$ cat src/rtl/uart_arb_pkg.sv
// Shared types for the UART transmit arbiter.
// State encoding, default sizes and the grant index type.
package uart_arb_pkg;

  localparam int DEF_NUM_REQ = 4;
  localparam int DEF_DATA_W  = 8;

  typedef enum logic [1:0] {
    IDLE,
    START,
    WAIT_DONE,
    ACK
  } state_t;

  typedef logic [$clog2(DEF_NUM_REQ)-1:0] grant_idx_t;

  function automatic int wrap_inc(input int idx, input int n);
    return (idx + 1 >= n) ? 0 : idx + 1;
  endfunction

endpackage

$ cat src/rtl/uart_tx_arbiter_rr_arbiter.sv
// Combinational round-robin pick: first valid index at or above ptr.
// The pointer register lives in the parent.
module rr_arbiter #(
  parameter int NUM_REQ = 4,
  parameter int IDX_W   = $clog2(NUM_REQ)
) (
  input  logic [NUM_REQ-1:0] valid,
  input  logic [IDX_W-1:0]   ptr,
  output logic [IDX_W-1:0]   grant,
  output logic               any_valid
);

  logic [IDX_W-1:0] idx;

  // Scan from the farthest candidate down so the nearest one wins last.
  always_comb begin
    grant     = '0;
    any_valid = 1'b0;
    idx       = '0;
    for (int k = NUM_REQ - 1; k >= 0; k--) begin
      idx = IDX_W'((int'(ptr) + k) % NUM_REQ);
      if (valid[idx]) begin
        grant     = idx;
        any_valid = 1'b1;
      end
    end
  end

endmodule

$ cat src/rtl/uart_tx_arbiter.sv
// Round-robin sharing of one UART transmitter among NUM_REQ byte sources.
// Optional watchdog on tx_done: define UART_TX_ARB_TIMEOUT_EN.
module uart_tx_arbiter
  import uart_arb_pkg::*;
#(
  parameter int NUM_REQ        = DEF_NUM_REQ,
  parameter int DATA_W         = DEF_DATA_W,
  parameter int TIMEOUT_CYCLES = 4096,
  parameter int CNT_W          = 16,
  localparam int IDX_W         = $clog2(NUM_REQ)
) (
  input  logic                      clk,
  input  logic                      rst,
  input  logic [NUM_REQ-1:0]        req_valid,
  input  logic [NUM_REQ*DATA_W-1:0] req_data,
  output logic [NUM_REQ-1:0]        req_ack,
  output logic                      tx_start,
  output logic [DATA_W-1:0]         tx_data,
  input  logic                      tx_done,
  output logic                      busy,
  output logic [IDX_W-1:0]          grant_id,
  output logic [CNT_W-1:0]          sent_cnt,
  output logic                      timeout_err
);

  if (NUM_REQ < 2 || NUM_REQ > 8 || TIMEOUT_CYCLES < 2) begin : g_bad_cfg
    $error("uart_tx_arbiter: unsupported parameter set");
  end

  state_t             state;
  logic [IDX_W-1:0]   rr_ptr;
  logic [IDX_W-1:0]   pick;
  logic               any_valid;
  logic               tx_done_q;
  logic               done_edge;
  logic [NUM_REQ-1:0] ack_mask;
  logic [IDX_W-1:0]   next_ptr;
  logic [DATA_W-1:0]  req_bytes [NUM_REQ];

  for (genvar g = 0; g < NUM_REQ; g++) begin : g_bytes
    assign req_bytes[g] = req_data[g*DATA_W +: DATA_W];
  end

  rr_arbiter #(
    .NUM_REQ (NUM_REQ),
    .IDX_W   (IDX_W)
  ) u_rr (
    .valid     (req_valid),
    .ptr       (rr_ptr),
    .grant     (pick),
    .any_valid (any_valid)
  );

  // A held-high tx_done must not complete a second byte.
  assign done_edge = tx_done & ~tx_done_q;
  assign ack_mask  = {{(NUM_REQ-1){1'b0}}, 1'b1} << grant_id;
  assign next_ptr  = IDX_W'(wrap_inc(int'(grant_id), NUM_REQ));
  assign busy      = (state != IDLE);

`ifdef UART_TX_ARB_TIMEOUT_EN
  localparam int TO_W = $clog2(TIMEOUT_CYCLES) + 1;

  logic [TO_W-1:0] to_cnt;
  logic            to_hit;
  logic            to_err_q;

  assign to_hit      = (to_cnt == TO_W'(TIMEOUT_CYCLES - 1));
  assign timeout_err = to_err_q;

  always_ff @(posedge clk or posedge rst) begin
    if (rst) begin
      to_cnt <= '0;
    end else if (state == START) begin
      to_cnt <= '0;
    end else if (state == WAIT_DONE && !to_hit) begin
      to_cnt <= to_cnt + TO_W'(1);
    end
  end
`else
  assign timeout_err = 1'b0;
`endif

  always_ff @(posedge clk or posedge rst) begin
    if (rst) begin
      state     <= IDLE;
      rr_ptr    <= '0;
      tx_start  <= 1'b0;
      tx_data   <= '0;
      req_ack   <= '0;
      grant_id  <= '0;
      sent_cnt  <= '0;
      tx_done_q <= 1'b0;
`ifdef UART_TX_ARB_TIMEOUT_EN
      to_err_q  <= 1'b0;
`endif
    end else begin
      tx_done_q <= tx_done;
      tx_start  <= 1'b0;
      req_ack   <= '0;
      unique case (state)
        IDLE: begin
          if (any_valid) begin
            grant_id <= pick;
            tx_data  <= req_bytes[pick];
            tx_start <= 1'b1;
            state    <= START;
          end
        end
        START: begin
          state <= WAIT_DONE;
        end
        WAIT_DONE: begin
          if (done_edge) begin
            req_ack  <= ack_mask;
            sent_cnt <= sent_cnt + CNT_W'(1);
            state    <= ACK;
          end
`ifdef UART_TX_ARB_TIMEOUT_EN
          else if (to_hit) begin
            req_ack  <= ack_mask;
            to_err_q <= 1'b1;
            state    <= ACK;
          end
`endif
        end
        ACK: begin
          rr_ptr <= next_ptr;
          state  <= IDLE;
        end
        default: state <= IDLE;
      endcase
    end
  end

endmodule

$ cat config.mk
export PLATFORM = sky130hd
export DESIGN_NAME = uart_tx_arbiter
export DESIGN_NICKNAME = d
export VERILOG_FILES = /design/src/rtl/uart_arb_pkg.sv /design/src/rtl/uart_tx_arbiter_rr_arbiter.sv /design/src/rtl/uart_tx_arbiter.sv
export SDC_FILE = /design/constraint.sdc
export NUM_CORES = 1
export LEC_CHECK = 0
export ABC_CLOCK_PERIOD_IN_PS = 3650
export CORE_MARGIN = 8
export CORE_UTILIZATION = 49
export DETAILED_ROUTE_END_ITERATION = 8
export MAX_ROUTING_LAYER = met4
export PLACE_DENSITY_LB_ADDON = 0.3
export RECOVER_POWER = 25
export SLEW_MARGIN = 15
export SYNTH_ARGS = -nofsm -noshare
export SYNTH_HDL_FRONTEND = slang
export SYNTH_SLANG_ARGS = --single-unit
$ cat constraint.sdc
create_clock -name clk -period 3.65 [get_ports clk]
set_input_delay 0.73 -clock clk [delete_from_list [all_inputs] [get_ports clk]]
set_output_delay 0.73 -clock clk [all_outputs]
set_load 0.005 [all_outputs]
---- Word level (Yosys, flattened, before mapping) ----
Index checks and enable logic that the tools add are counted.
operators by class
  add/subtract/negate cells ............... 5
  order comparisons ....................... 6
  equal/unequal tests ..................... 5
  shift-type cells ........................ 1
  muxes and demuxes ....................... 27
  bitwise operators ....................... 3
  reductions and logical operators ........ 5
operators with widths
  operator                 number
  $add A16 B1 Y16 const B  1
  $bmux W8 S2              1
  $mux W8                  2
  $mux W2                  7
  $lt A2 B3 Y1 const B     4
  $mux W1                  10
  $bmux W1 S2              4
  $mux W4                  2
  $pmux W2 S4              1
  $ge A3 B3 Y1 const B     2
  $reduce_and A2 Y1        3
  $add A2 B2 Y2 const B    2
  $eq A2 B2 Y1 const B     2
  $ne A2 B2 Y1 const B     2
  $shl A1 B2 Y4 const A    1
  $add A2 B1 Y3 const B    1
  $not A2 Y3               1
  $add A2 B1 Y2 const B    1
  $eq A2 B1 Y1 const B     1
  $logic_not A2 Y1         1
  $reduce_bool A2 Y1       1
  $and A1 B1 Y1            1
  $not A1 Y1               1
storage, ports and cells
  flip-flop bits (word level) ............. 36
  word-level logic and storage cells ...... 60

---- Longest topological paths before layout ----
Gate-level depths: netlist (run 1).
  word-level depth ........................ 11
  depth in mapped cells ................... 8

---- Cells and area by module ----
A second synthesis (run 1) with hierarchy kept.
second synthesis, totals
  cell total of the unflattened synthesis .. 144
  area, all modules ....................... 1,824.2 µm²
modules (own cells, without submodules)
  module           times used  cells each  area an instance (µm²)  seq. area each (µm²)
  uart_tx_arbiter  1           131         1,746.7                 900.9
  rr_arbiter       1           13          77.6                    0.0

---- Worst setup path after synthesis (run 1) ----
No wires, ideal clock.
  kind .................................... input port to flip-flop
  start point ............................. input port req_valid[2]
  end point ............................... register tx_data[0]
  arrival ................................. 1.901 ns
  data required time ...................... 3.518 ns
  slack ................................... 1.617 ns
  stages .................................. 7
  buffers on the path ..................... 2
  cells stage by stage .................... inv_1 o32a_1 buf_6 and2_4 buf_12 a2111oi_4 a211oi_2
between the ends
  cells in the longest elaborated chain, start to end .. 10
  elaborated cells between the ends (all ways) .. 21
ends and longest elaborated chain
  item                                         line                              text
  start, declared                              uart_tx_arbiter.sv:14             input logic [NUM_REQ-1:0] req_valid,
  $bmux W1 S2                                  uart_tx_arbiter_rr_arbiter.sv:22  if (valid[idx]) begin
  $mux W1 (implied by the code)                uart_tx_arbiter_rr_arbiter.sv:22
  $mux W2 (4 in series)                        uart_tx_arbiter_rr_arbiter.sv:22
  $not A2 Y3 (implied by the code)             uart_tx_arbiter.sv:104            tx_data <= req_bytes[pick];
  $bmux W8 S2                                  uart_tx_arbiter.sv:104
  $mux W8 (implied by the code) (2 in series)  uart_tx_arbiter.sv:104
  end signal, assigned                         uart_tx_arbiter.sv:104
  end, declared                                uart_tx_arbiter.sv:18             output logic [DATA_W-1:0] tx_data,
Parallel ways exist; a longest one is shown, timed or not. The select of a mux whose other input is x is not followed.
A chain may end at the register's enable or synchronous reset.

==> results of run 1 <==
==> worst reg2reg max path: stages, from the launching register on <==
cell and delay [ns]:
dfrtp_1 0.45, a21o_1 0.19, a21oi_1 0.17, o22a_4 0.31
and2_0 0.62, a211oi_2 0.15
==> cells by family after synthesis <==
| family | synth area share [%] |
|---|---|
| buffers and inverters | 4.41 |
| AO/OA/AOI/OAI | 22.8 |
| other | 0.181 |
| AND/OR/NAND/NOR | 11.8 |
| multiplexers | 5.50 |
| adder cells (fa/ha/maj) | 5.43 |
| XOR/XNOR | 6.34 |
| flip-flops | 43.5 |
==> flip-flops by register name, indices dropped and copies added, names as in the netlist <==
register	flops
sent_cnt	16
tx_data	8
req_ack	4
grant_id	2
rr_ptr	2
state	2
tx_done_q	1
tx_start	1
==> final cells by class <==
type,count,area [sq um]
clock inverters,2,12.5
well taps,50,62.6
repair buffers,72,712
multi-input cells,120,1080
flip-flops and latches,36,901
inverters,10,37.5
fillers,300,1150
clock buffers,5,68.8
==> layer usage <==
| metal | vias to the layer above | GRT usage, % |
|---|---|---|
| li1 | 750 | - |
| met1 | 761 | 18.8 |
| met2 | 40 | 24.8 |
| met3 | 2 | 5.19 |
| met4 | 0 | 4.29 |
| met5 | - | - |
==> Yosys cell counts <==
| library cell | instances | area (sq um) |
|---|---|---|
| a2111oi_4 | 8 | 220 |
| a211oi_2 | 8 | 100 |
| a21boi_0 | 8 | 60.1 |
| a21boi_1 | 1 | 7.51 |
| a21o_1 | 2 | 15.0 |
| a21oi_1 | 2 | 10.0 |
| a22oi_1 | 1 | 7.51 |
| and2_0 | 1 | 6.26 |
| and2_1 | 5 | 31.3 |
| and2_4 | 1 | 8.76 |
| and3_1 | 1 | 6.26 |
| and3b_1 | 1 | 8.76 |
| buf_12 | 1 | 20.0 |
| buf_2 | 3 | 15.0 |
| buf_4 | 1 | 7.51 |
| buf_6 | 1 | 11.3 |
| conb_1 | 1 | 3.75 |
| dfrtp_1 | 36 | 901 |
| ha_1 | 9 | 113 |
| inv_1 | 9 | 33.8 |
| inv_2 | 1 | 3.75 |
| mux2_2 | 3 | 33.8 |
| mux2i_1 | 8 | 80.1 |
| nand2_1 | 8 | 30.0 |
| nand2_2 | 2 | 12.5 |
| nand2b_1 | 2 | 12.5 |
| nand3_1 | 6 | 30.0 |
| nand3b_1 | 1 | 7.51 |
| nand4_1 | 4 | 25.0 |
| nor2_1 | 13 | 48.8 |
| nor3_1 | 1 | 5.00 |
| nor4_1 | 1 | 6.26 |
| o21ai_0 | 2 | 10.0 |
| o22a_1 | 1 | 8.76 |
| o22a_4 | 1 | 17.5 |
| o22ai_1 | 1 | 6.26 |
| o32a_1 | 1 | 10.0 |
| or3_1 | 1 | 6.26 |
| xnor2_1 | 10 | 87.6 |
| xor2_1 | 5 | 43.8 |
==> where the power goes <==
part / internal [W] / total (W) / switching [W]
clock network: 0.000129 / 0.000273 / 0.000144
registers: 0.000510 / 0.000606 / 0.0000965
logic: 0.000432 / 0.000836 / 0.000405
==> worst max path at each step <==
| stage | startpoint | endpoint | slack (ns) | depth (start not counted) |
|---|---|---|---|---|
| after floorplan | req_valid[2] | tx_data[0] | 1.62 | 7 |
| after global placement | req_valid[0] | tx_data[0] | 0.86 | 6 |
| after detailed placement | req_valid[0] | tx_data[3] | 0.81 | 6 |
| after CTS | req_valid[0] | tx_data[3] | 1.12 | 6 |
| after global routing | rst | tx_data[4] | 0.64 | 3 |
| final | rst | tx_done_q | 1.01 | 3 |
==> metrics by stage <==
step           util (%)  hold WS (ns)  instances  power, W
6_report           71.3         0.468        295   0.00172
5_1_grt            71.3         0.497        295   0.00184
4_1_cts            71.4         0.476        295   0.00173
3_5_place_dp       69.4         0.463        288   0.00146
3_3_place_gp       69.4         0.461        288   0.00144
2_1_floorplan         -         0.468        172   0.00115
==> results by group, run 1 <==
Status
  – Status: finished with violations
  – Failing checks: max-capacitance violations, max-slew violations

Route
  – Uppermost layer routed: met4
  – Routed WL: 4850 um
  – Vias: 1553
  – Post-DRT Antenna Nets: 0
  – DR WL/cell: 16.4 um
  – Met3 WL: 282 um
  – Met1 wire length: 1990 um
  – Total iterations of the first detailed-routing run: 4
  – Initial DRC count: 72
  – Drt via density: 5.26
  – DRC viols: 0
  – Routed met2 length: 2550 um

Setup path
  – Crit. End Element: asynchronous set/reset pin
  – CP Max Fanout: 36
  – R2r endpoint: tx_data[3]
  – CP top delay family: buffers and inverters
  – Critical-path top delay cell: clkbuf_1
  – Crit-path cells: dlygate4sd3_1 > inv_1 > clkbuf_1
  – WP data arrival: 2.68 ns
  – WP data required: 3.68 ns
  – Worst R2R Path Depth: 5
  – Max stage delay on crit path: 1.35 ns
  – Crit Path Category: primary input to asynchronous set/reset pin
  – Worst flop-to-flop path startpoint: rr_ptr[1]
  – R2r setup slk: 1.61 ns
  – Setup crit start kind: primary input
  – WP buf/inv: 3

Finish
  – Share of post-route cells with drive strength above 1: 13.1%
  – NumNets Final: 293
  – Commonest non-fill, non-tap cell in the layout: clkdlybuf4s50_1
  – Area Overhead vs Synth: 38.7%
  – Most frequent cells in the layout: 68 x clkdlybuf4s50_1, 36 x dfrtp_1, 13 x nor2_1, 10 x xnor2_1
  – ANT cells: 0
  – Final Cell Area: 2870 sq um

Power
  – VDD IR max: 0.491 mV
  – Power density over cell area: 597 nW/um^2
  – Pleak: 1.19 nW

Yosys
  – Syn nets: 220
  – Netlist Area Pre-Place: 2070 sq um
  – Ys Warns: 0
  – Synth Instances: 172
  – Cell variety after synth: 40
  – Synthesized area per cell: 12.0 sq um
  – Seq/Total Area, Yosys: 43.5%
  – Yosys reg bits: 36

Clock tree
  – Clk slew on worst S/H paths: 0.07 ns
  – Max H-tree Level: 2
  – Clk buf depth: 2
  – Setup Buffers After CTS: 0
  – Number of CTS-inserted buffers: 5
  – Post-CTS Hold Fix Bufs: 0
  – Clock root buffer: clkbuf_8
  – CTS sink cnt: 36
  – # resized after CTS: 0
  – CTS tree: done
  – Worst skew pair latency: 0.29 ns

STA
  – Final Hold Vio Count: 0
  – Slew margin rel.: -26.1%
  – RSZ-0062 raised after global routing: false
  – Finish-stage setup viols: 0
  – Setup TNS: 0 ns
  – Setup Skew: 0.00918 ns
  – Minimum clock period: 2.64 ns
  – Worst slew pin tran: 1.89 ns
  – Final WS setup: 1.01 ns
  – Final worst path period share: 72.4%
  – Slew Limit Fails: 37
  – Fmax: 378 MHz

Floorplanning
  – Die W: 81.0 um
  – Chip height: 81.0 um
  – Core Box Area: 4030 sq um
  – Num ports: 72
  – Initial Utilization: 51.4%
  – Area of the die: 6570 sq um
  – Rows: 23

Run
  – Maxcap violations: 1

Global route
  – First-pass GRT wire length: 7700 um
  – Largest net degree at the start of global routing: 37
  – Overall Global Routing Usage: 15.7%
  – Initial antenna violation count: 0
  – Number of global-route vias before repair: 1610
  – Grt total ovfl: 0

Min path
  – Hold Path Depth: 1
  – Hold/Removal Path Class: register to register
  – Hold path start: sent_cnt[15]
  – Min-Delay Endpoint: sent_cnt[15]

Placement
  – Dpl ws: 0.811 ns
  – Count of input and output buffers: 70
  – Area post-placement: 2800 sq um
  – RD Place Congestion: 0.765
  – DPL Wire Length: 3910 um
No activity file was read; power rests on OpenSTA's default activity.
==> inputs of run 2 (changes only) <==
--- a/config.mk
+++ b/config.mk
@@ -5,9 +5,9 @@
 export SDC_FILE = /design/constraint.sdc
 export NUM_CORES = 1
 export LEC_CHECK = 0
-export ABC_CLOCK_PERIOD_IN_PS = 3650
+export ABC_CLOCK_PERIOD_IN_PS = 2450
 export CORE_MARGIN = 8
-export CORE_UTILIZATION = 49
+export CORE_UTILIZATION = 45
 export DETAILED_ROUTE_END_ITERATION = 8
 export MAX_ROUTING_LAYER = met4
 export PLACE_DENSITY_LB_ADDON = 0.3
==> constraint.sdc (replaced) <==
create_clock -name clk -period 2.45 [get_ports clk]
set_input_delay 0.49 -clock clk [delete_from_list [all_inputs] [get_ports clk]]
set_output_delay 0.49 -clock clk [all_outputs]
set_load 0.005 [all_outputs]
==> run 2 against run 1 <==
The flow now finishes without violations; first-iteration DRC count decreased by 32%; sequential share of layout area decreased by 0.76 points; worst setup slack got worse by 0.65 ns; via count increased by 0.90%; critical path type is now primary input to register.
==> results by group, run 2 (synthesis gave the netlist of run 1 again) <==
STA
  – Slew Limit Fails: 0 (-100%)
  – RSZ-0062 raised after global routing: false
  – Setup TNS: 0 ns (unchanged)
  – Finish-stage setup viols: 0 (unchanged)
  – Slew margin rel.: 40.9% (+67 points)
  – Fmax: 477 MHz
  – Worst slew pin tran: 0.887 ns (-1.00 ns)
  – Final Hold Vio Count: 0 (unchanged)
  – Final worst path period share: 85.6%
  – Setup Skew: 0.00573 ns (-0.00344 ns)
  – Minimum clock period: 2.10 ns

Finish
  – Most frequent cells in the layout: 68 x clkdlybuf4s50_1, 36 x dfrtp_1, 13 x nor2_1, 10 x xnor2_1
  – Top reg by flops: sent_cnt
  – Final Util: 67.2% (-4.2 points)
  – NumNets Final: 298 (+1.7%)
  – ANT cells: 0 (unchanged)
  – Area of the multi-input gates: 1080 sq um (unchanged)
  – Top Registers: sent_cnt: 16 flops, tx_data: 8 flops, req_ack: 4 flops
  – Max reg flops: 16 (unchanged)
  – Commonest non-fill, non-tap cell in the layout: clkdlybuf4s50_1
  – Area Overhead vs Synth: 42.1%
  – FILL cells: 347 (+16%)
  – Share of post-route cells with drive strength above 1: 15.5% (+2.5 points)
  – FF/Latch Area: 901 sq um (unchanged)

Setup path
  – Setup crit start kind: primary input
  – Worst R2R Path Depth: 4 (-1)
  – R2r setup slk: 0.63 ns (-0.98 ns)
  – Crit Path Category: primary input to register
  – Crit. path cell count: 6 (+3)
  – Crit-path cells: clkdlybuf4s50_1 > a21boi_1 > o32a_1 > nand2_2 > mux2i_1 > a211oi_2
  – Max stage delay on crit path: 0.55 ns (-0.80 ns)
  – WP data required: 2.65 ns (-1.03 ns)
  – WP buf/inv: 1 (-2)
  – Critical-path top delay cell: clkdlybuf4s50_1
  – CP Max Fanout: 10 (-72%)
  – Crit. End Element: register
  – WP data arrival: 2.30 ns (-0.38 ns)
  – CP top delay family: compound AO/OA/AOI/OAI gates

Floorplanning
  – Core Box Area: 4380 sq um (+8.8%)
  – Rows: 24 (+4.3%)
  – Num ports: 72 (unchanged)
  – Area of the die: 7030 sq um (+7.1%)
  – Initial Utilization: 47.3% (-4.2 points)
  – Die W: 83.9 um (+3.5%)
  – Chip height: 83.9 um (+3.5%)

Power
  – VDD IR max: 0.731 mV (+49%)
  – Pleak: 1.23 nW (+3.7%)
  – Power density over cell area: 924 nW/um^2 (+55%)

Clock tree
  – # resized after CTS: 0 (unchanged)
  – Worst skew pair latency: 0.29 ns (about the same)
  – CTS tree: done
  – Clock root buffer: clkbuf_8
  – Max H-tree Level: 2 (unchanged)
  – Number of CTS-inserted buffers: 5 (unchanged)
  – Setup Buffers After CTS: 0 (unchanged)
  – CTS sink cnt: 36 (unchanged)
  – Clk slew on worst S/H paths: 0.07 ns (about the same)
  – Post-CTS Hold Fix Bufs: 0 (unchanged)
  – Clk buf depth: 2 (unchanged)

Status
  – Status: complete, no violations

Placement
  – DPL Wire Length: 3980 um (+1.7%)
  – Count of input and output buffers: 70 (unchanged)
  – RD Place Congestion: 0.750 (-2.0%)

Global route
  – Largest net degree at the start of global routing: 37 (unchanged)
  – Overall Global Routing Usage: 14.5% (-1.2 points)
  – First-pass GRT wire length: 8200 um (+6.5%)
  – Grt total ovfl: 0 (unchanged)
  – Number of global-route vias before repair: 1637 (+1.7%)
  – Initial antenna violation count: 0 (unchanged)

Route
  – DRC viols: 0 (unchanged)
  – DR WL/cell: 16.7 um (+1.6%)
  – Vias: 1567 (+0.90%)
  – Post-DRT Antenna Nets: 0 (unchanged)
  – Total iterations of the first detailed-routing run: 4 (unchanged)
  – Routed WL: 5060 um (+4.3%)
  – Drt via density: 5.17 (-1.8%)
  – Initial DRC count: 49 (-32%)

Min path
  – Hold Path Depth: 1 (unchanged)
  – Hold/Removal Path Class: register to register

Run
  – Maxcap violations: 0 (-1)
run 2: through the flow:
step | std cells | power, W | setup slack [ns] | hold WS, ns | area, sq um
2_1_floorplan | 172 | 0.00171 | 0.657 | 0.468 | 2070
3_3_place_gp | 295 | 0.00218 | 0.127 | 0.462 | 2840
3_5_place_dp | 295 | 0.00222 | 0.0628 | 0.472 | 2840
4_1_cts | 303 | 0.00275 | 0.373 | 0.486 | 2950
5_1_grt | 303 | 0.00289 | 0.255 | 0.514 | 2950
6_report | 303 | 0.00272 | 0.354 | 0.478 | 2950
run 2: power breakdown:
part / total [W] / leakage, nW / switching [W] / internal, W
Clock: 0.000527 / 0.0541 / 0.000226 / 0.000301
Sequential: 0.000898 / 0.460 / 0.000139 / 0.000758
Combinational: 0.00130 / 0.716 / 0.000626 / 0.000669
Total: 0.00272 / 1.23 / 0.000991 / 0.00173
run 2: layout make-up:
type | count | share of cell area, %
Multi-Input combinational cell | 120 | 36.7
Sequential cell | 36 | 30.6
Timing Repair Buffer | 77 | 25.5
Clock buffer | 5 | 2.34
Tap cell | 52 | 2.21
Clock inverter | 3 | 1.44
Inverter | 10 | 1.27
run 2: metal layers:
layer / track usage [%] / vias to the layer above / share of wire, %
li1: - / 766 / -
met1: 16.9 / 761 / 44
met2: 23.6 / 35 / 50
met3: 4.39 / 5 / 4.2
met4: 3.77 / 0 / 0.95
met5: - / - / 0
run 2: final timing paths:
| path | startpoint | end |
|---|---|---|
| worst min register to register | sent_cnt[15] | sent_cnt[15] |
| min in group asynchronous | rst | sent_cnt[6] |
| max in group asynchronous | rst | sent_cnt[3] |
| worst max-delay path | req_valid[1] | tx_data[4] |
| worst min-delay path | sent_cnt[15] | sent_cnt[15] |
| worst max register to register | rr_ptr[1] | tx_data[3] |
==> inputs of run 3 (changes only) <==
--- a/config.mk
+++ b/config.mk
@@ -11,7 +11,8 @@
 export DETAILED_ROUTE_END_ITERATION = 8
 export MAX_ROUTING_LAYER = met4
 export PLACE_DENSITY_LB_ADDON = 0.3
-export RECOVER_POWER = 25
+export RECOVER_POWER = 50
+export REMOVE_ABC_BUFFERS = 1
 export SLEW_MARGIN = 15
 export SYNTH_ARGS = -nofsm -noshare
 export SYNTH_HDL_FRONTEND = slang
==> run 3 against run 2 <==
Clock power shrank 14%; hold slack lost 0.0080 ns; clock-buffer cell count is 2 higher; power fell by 3.0%; critical path depth stayed put; non-clock buffer count is 1 lower; global-route usage increased by 0.36 points; critical endpoint is now tx_data[0]; largest power group unchanged.
==> results by group, run 3 (synthesis gave the netlist of run 1 again) <==
STA
  – Minimum clock period: 2.15 ns (+0.0553 ns)
  – Worst slew pin tran: 0.895 ns (+0.00826 ns)
  – Slew Limit Fails: 0 (unchanged)
  – Setup Skew: 0.00803 ns (+0.00229 ns)
  – Final Hold Vio Count: 0 (unchanged)
  – Final WS setup: 0.298 ns (-0.0553 ns)
  – Finish-stage setup viols: 0 (unchanged)
  – Fmax: 465 MHz (-2.6%)
  – Setup TNS: 0 ns (unchanged)
  – Slew margin rel.: 40.3% (-0.55 points)
  – RSZ-0062 raised after global routing: false
  – Final worst path period share: 87.8% (+2.3 points)

Power
  – Pleak: 1.22 nW (-1.1%)
  – VDD IR max: 0.550 mV (-25%)
  – Power density over cell area: 904 nW/um^2 (-2.2%)

Route
  – Routed WL: 5040 um (-0.34%)
  – Total iterations of the first detailed-routing run: 3 (-1)
  – Initial DRC count: 61 (+24%)
  – Post-DRT Antenna Nets: 0 (unchanged)
  – DR WL/cell: 16.7 um (+0.33%)
  – Drt via density: 5.18 (+0.21%)
  – DRC viols: 0 (unchanged)
  – Vias: 1560 (-0.45%)

Clock tree
  – Worst skew pair latency: 0.28 ns (about the same)
  – Max H-tree Level: 2 (unchanged)
  – Setup Buffers After CTS: 0 (unchanged)
  – # resized after CTS: 0 (unchanged)
  – CTS tree: done
  – Number of CTS-inserted buffers: 5 (unchanged)
  – Post-CTS Hold Fix Bufs: 0 (unchanged)
  – Clock root buffer: clkbuf_8
  – Clk slew on worst S/H paths: 0.07 ns (about the same)
  – CTS sink cnt: 36 (unchanged)
  – Clk buf depth: 2 (unchanged)

Setup path
  – R2r endpoint: tx_data[0]
  – Crit. End Element: register
  – Crit Path Category: primary input to register
  – CP top delay family: compound AO/OA/AOI/OAI gates
  – Critical-path top delay cell: clkdlybuf4s50_1
  – Crit-path cells: clkdlybuf4s50_1 > a21boi_1 > o32a_1 > nand2_2 > mux2i_1 > a211oi_2
  – R2r setup slk: 0.61 ns (-0.02 ns)
  – CP Max Fanout: 10 (unchanged)
  – Setup crit start kind: primary input
  – WP data required: 2.62 ns (-0.03 ns)
  – WP data arrival: 2.32 ns (+0.02 ns)
  – WP buf/inv: 1 (unchanged)
  – Max stage delay on crit path: 0.55 ns (about the same)
  – Critical Path Source: req_valid[1]
  – Worst R2R Path Depth: 5 (+1)
  – Worst flop-to-flop path startpoint: rr_ptr[1]

Global route
  – First-pass GRT wire length: 8370 um (+2.0%)
  – Initial antenna violation count: 0 (unchanged)
  – Number of global-route vias before repair: 1700 (+3.8%)
  – Overall Global Routing Usage: 14.9% (+0.36 points)
  – Grt total ovfl: 0 (unchanged)
  – Largest net degree at the start of global routing: 37 (unchanged)

Finish
  – Share of post-route cells with drive strength above 1: 14.5% (-1.1 points)
  – Area Overhead vs Synth: 40.9%
  – FILL cells: 369 (+6.3%)
  – Commonest non-fill, non-tap cell in the layout: clkdlybuf4s50_1
  – Top Registers: sent_cnt: 16 flops, tx_data: 8 flops, req_ack: 4 flops
  – Top reg by flops: sent_cnt
  – Max reg flops: 16 (unchanged)
  – NumNets Final: 297 (-0.34%)
  – ANT cells: 0 (unchanged)
  – Most frequent cells in the layout: 66 x clkdlybuf4s50_1, 36 x dfrtp_1, 13 x nor2_1, 10 x xnor2_1

Floorplanning
  – Die W: 83.9 um (unchanged)
  – Num ports: 72 (unchanged)
  – Initial Utilization: 47.3% (unchanged)
  – Core Box Area: 4380 sq um (unchanged)
  – Area of the die: 7030 sq um (unchanged)
  – Rows: 24 (unchanged)
  – Chip height: 83.9 um (unchanged)

Run
  – Maxcap violations: 0 (unchanged)

Placement
  – Dpl ws: -0.0183 ns (-0.0812 ns)
  – DPL Wire Length: 4010 um (+0.92%)
  – Count of input and output buffers: 70 (unchanged)
  – RD Place Congestion: 0.732 (-2.4%)

Min path
  – Min-Delay Endpoint: sent_cnt[15]
  – Hold path start: sent_cnt[15]
  – Hold/Removal Path Class: register to register
  – Hold Path Depth: 1 (unchanged)

Status
  – Status: complete, no violations
[run 3: changes by cell type in the layout (fill, tap and decap cells not counted), sizes merged]
cell           delta
clkbuf            +3
clkinv            -1
clkinvlp          -1
dlygate4sd3       +2
buf               -2
clkdlybuf4s50     -2
bufinv            -1
[run 3: layer usage]
layer  part of all wire [%]  routed length, um  global-route usage [%]
met4                    1.4                 70                    4.71
met3                    4.7                236                    4.39
met2                     49               2450                    23.4
met1                     45               2280                    17.8
met5                      0                  0                       -
[run 3: final cells by class]
| cell class | count | area (sq um) | area share [%] |
|---|---|---|---|
| clock buffers | 7 | 96.3 | 3.30 |
| inverters | 10 | 37.5 | 1.29 |
| multi-input cells | 120 | 1080 | 37.0 |
| flip-flops and latches | 36 | 901 | 30.9 |
| well taps | 52 | 65.1 | 2.23 |
| repair buffers | 76 | 739 | 25.3 |
[run 3: through the flow]
stage / cells / area, sq um / hold WS [ns] / power [W] / util [%]
after floorplan: 166 / 2020 / 0.468 / 0.00166 / -
after global placement: 294 / 2830 / 0.463 / 0.00218 / 64.5
after detailed placement: 294 / 2830 / 0.470 / 0.00222 / 64.5
after CTS: 301 / 2930 / 0.478 / 0.00267 / 66.7
after global routing: 301 / 2920 / 0.502 / 0.00282 / 66.6
final: 301 / 2920 / 0.470 / 0.00264 / 66.6
[run 3: worst max path at each step]
| stage | endpoint | slack (ns) | cells after the start |
|---|---|---|---|
| 2_1_floorplan | grant_id[1] | 0.06 | 5 |
| 3_3_place_gp | tx_data[2] | 0.12 | 6 |
| 3_5_place_dp | tx_data[0] | -0.02 | 6 |
| 4_1_cts | tx_data[0] | 0.29 | 6 |
| 5_1_grt | tx_data[0] | 0.16 | 6 |
| 6_report | tx_data[0] | 0.30 | 6 |
[run 3: power breakdown]
part           leakage (nW)  internal [W]  switching [W]
Sequential            0.460      0.000759       0.000146
Clock                0.0503      0.000251       0.000204
Combinational         0.706      0.000658       0.000620
Total                  1.22       0.00167       0.000970
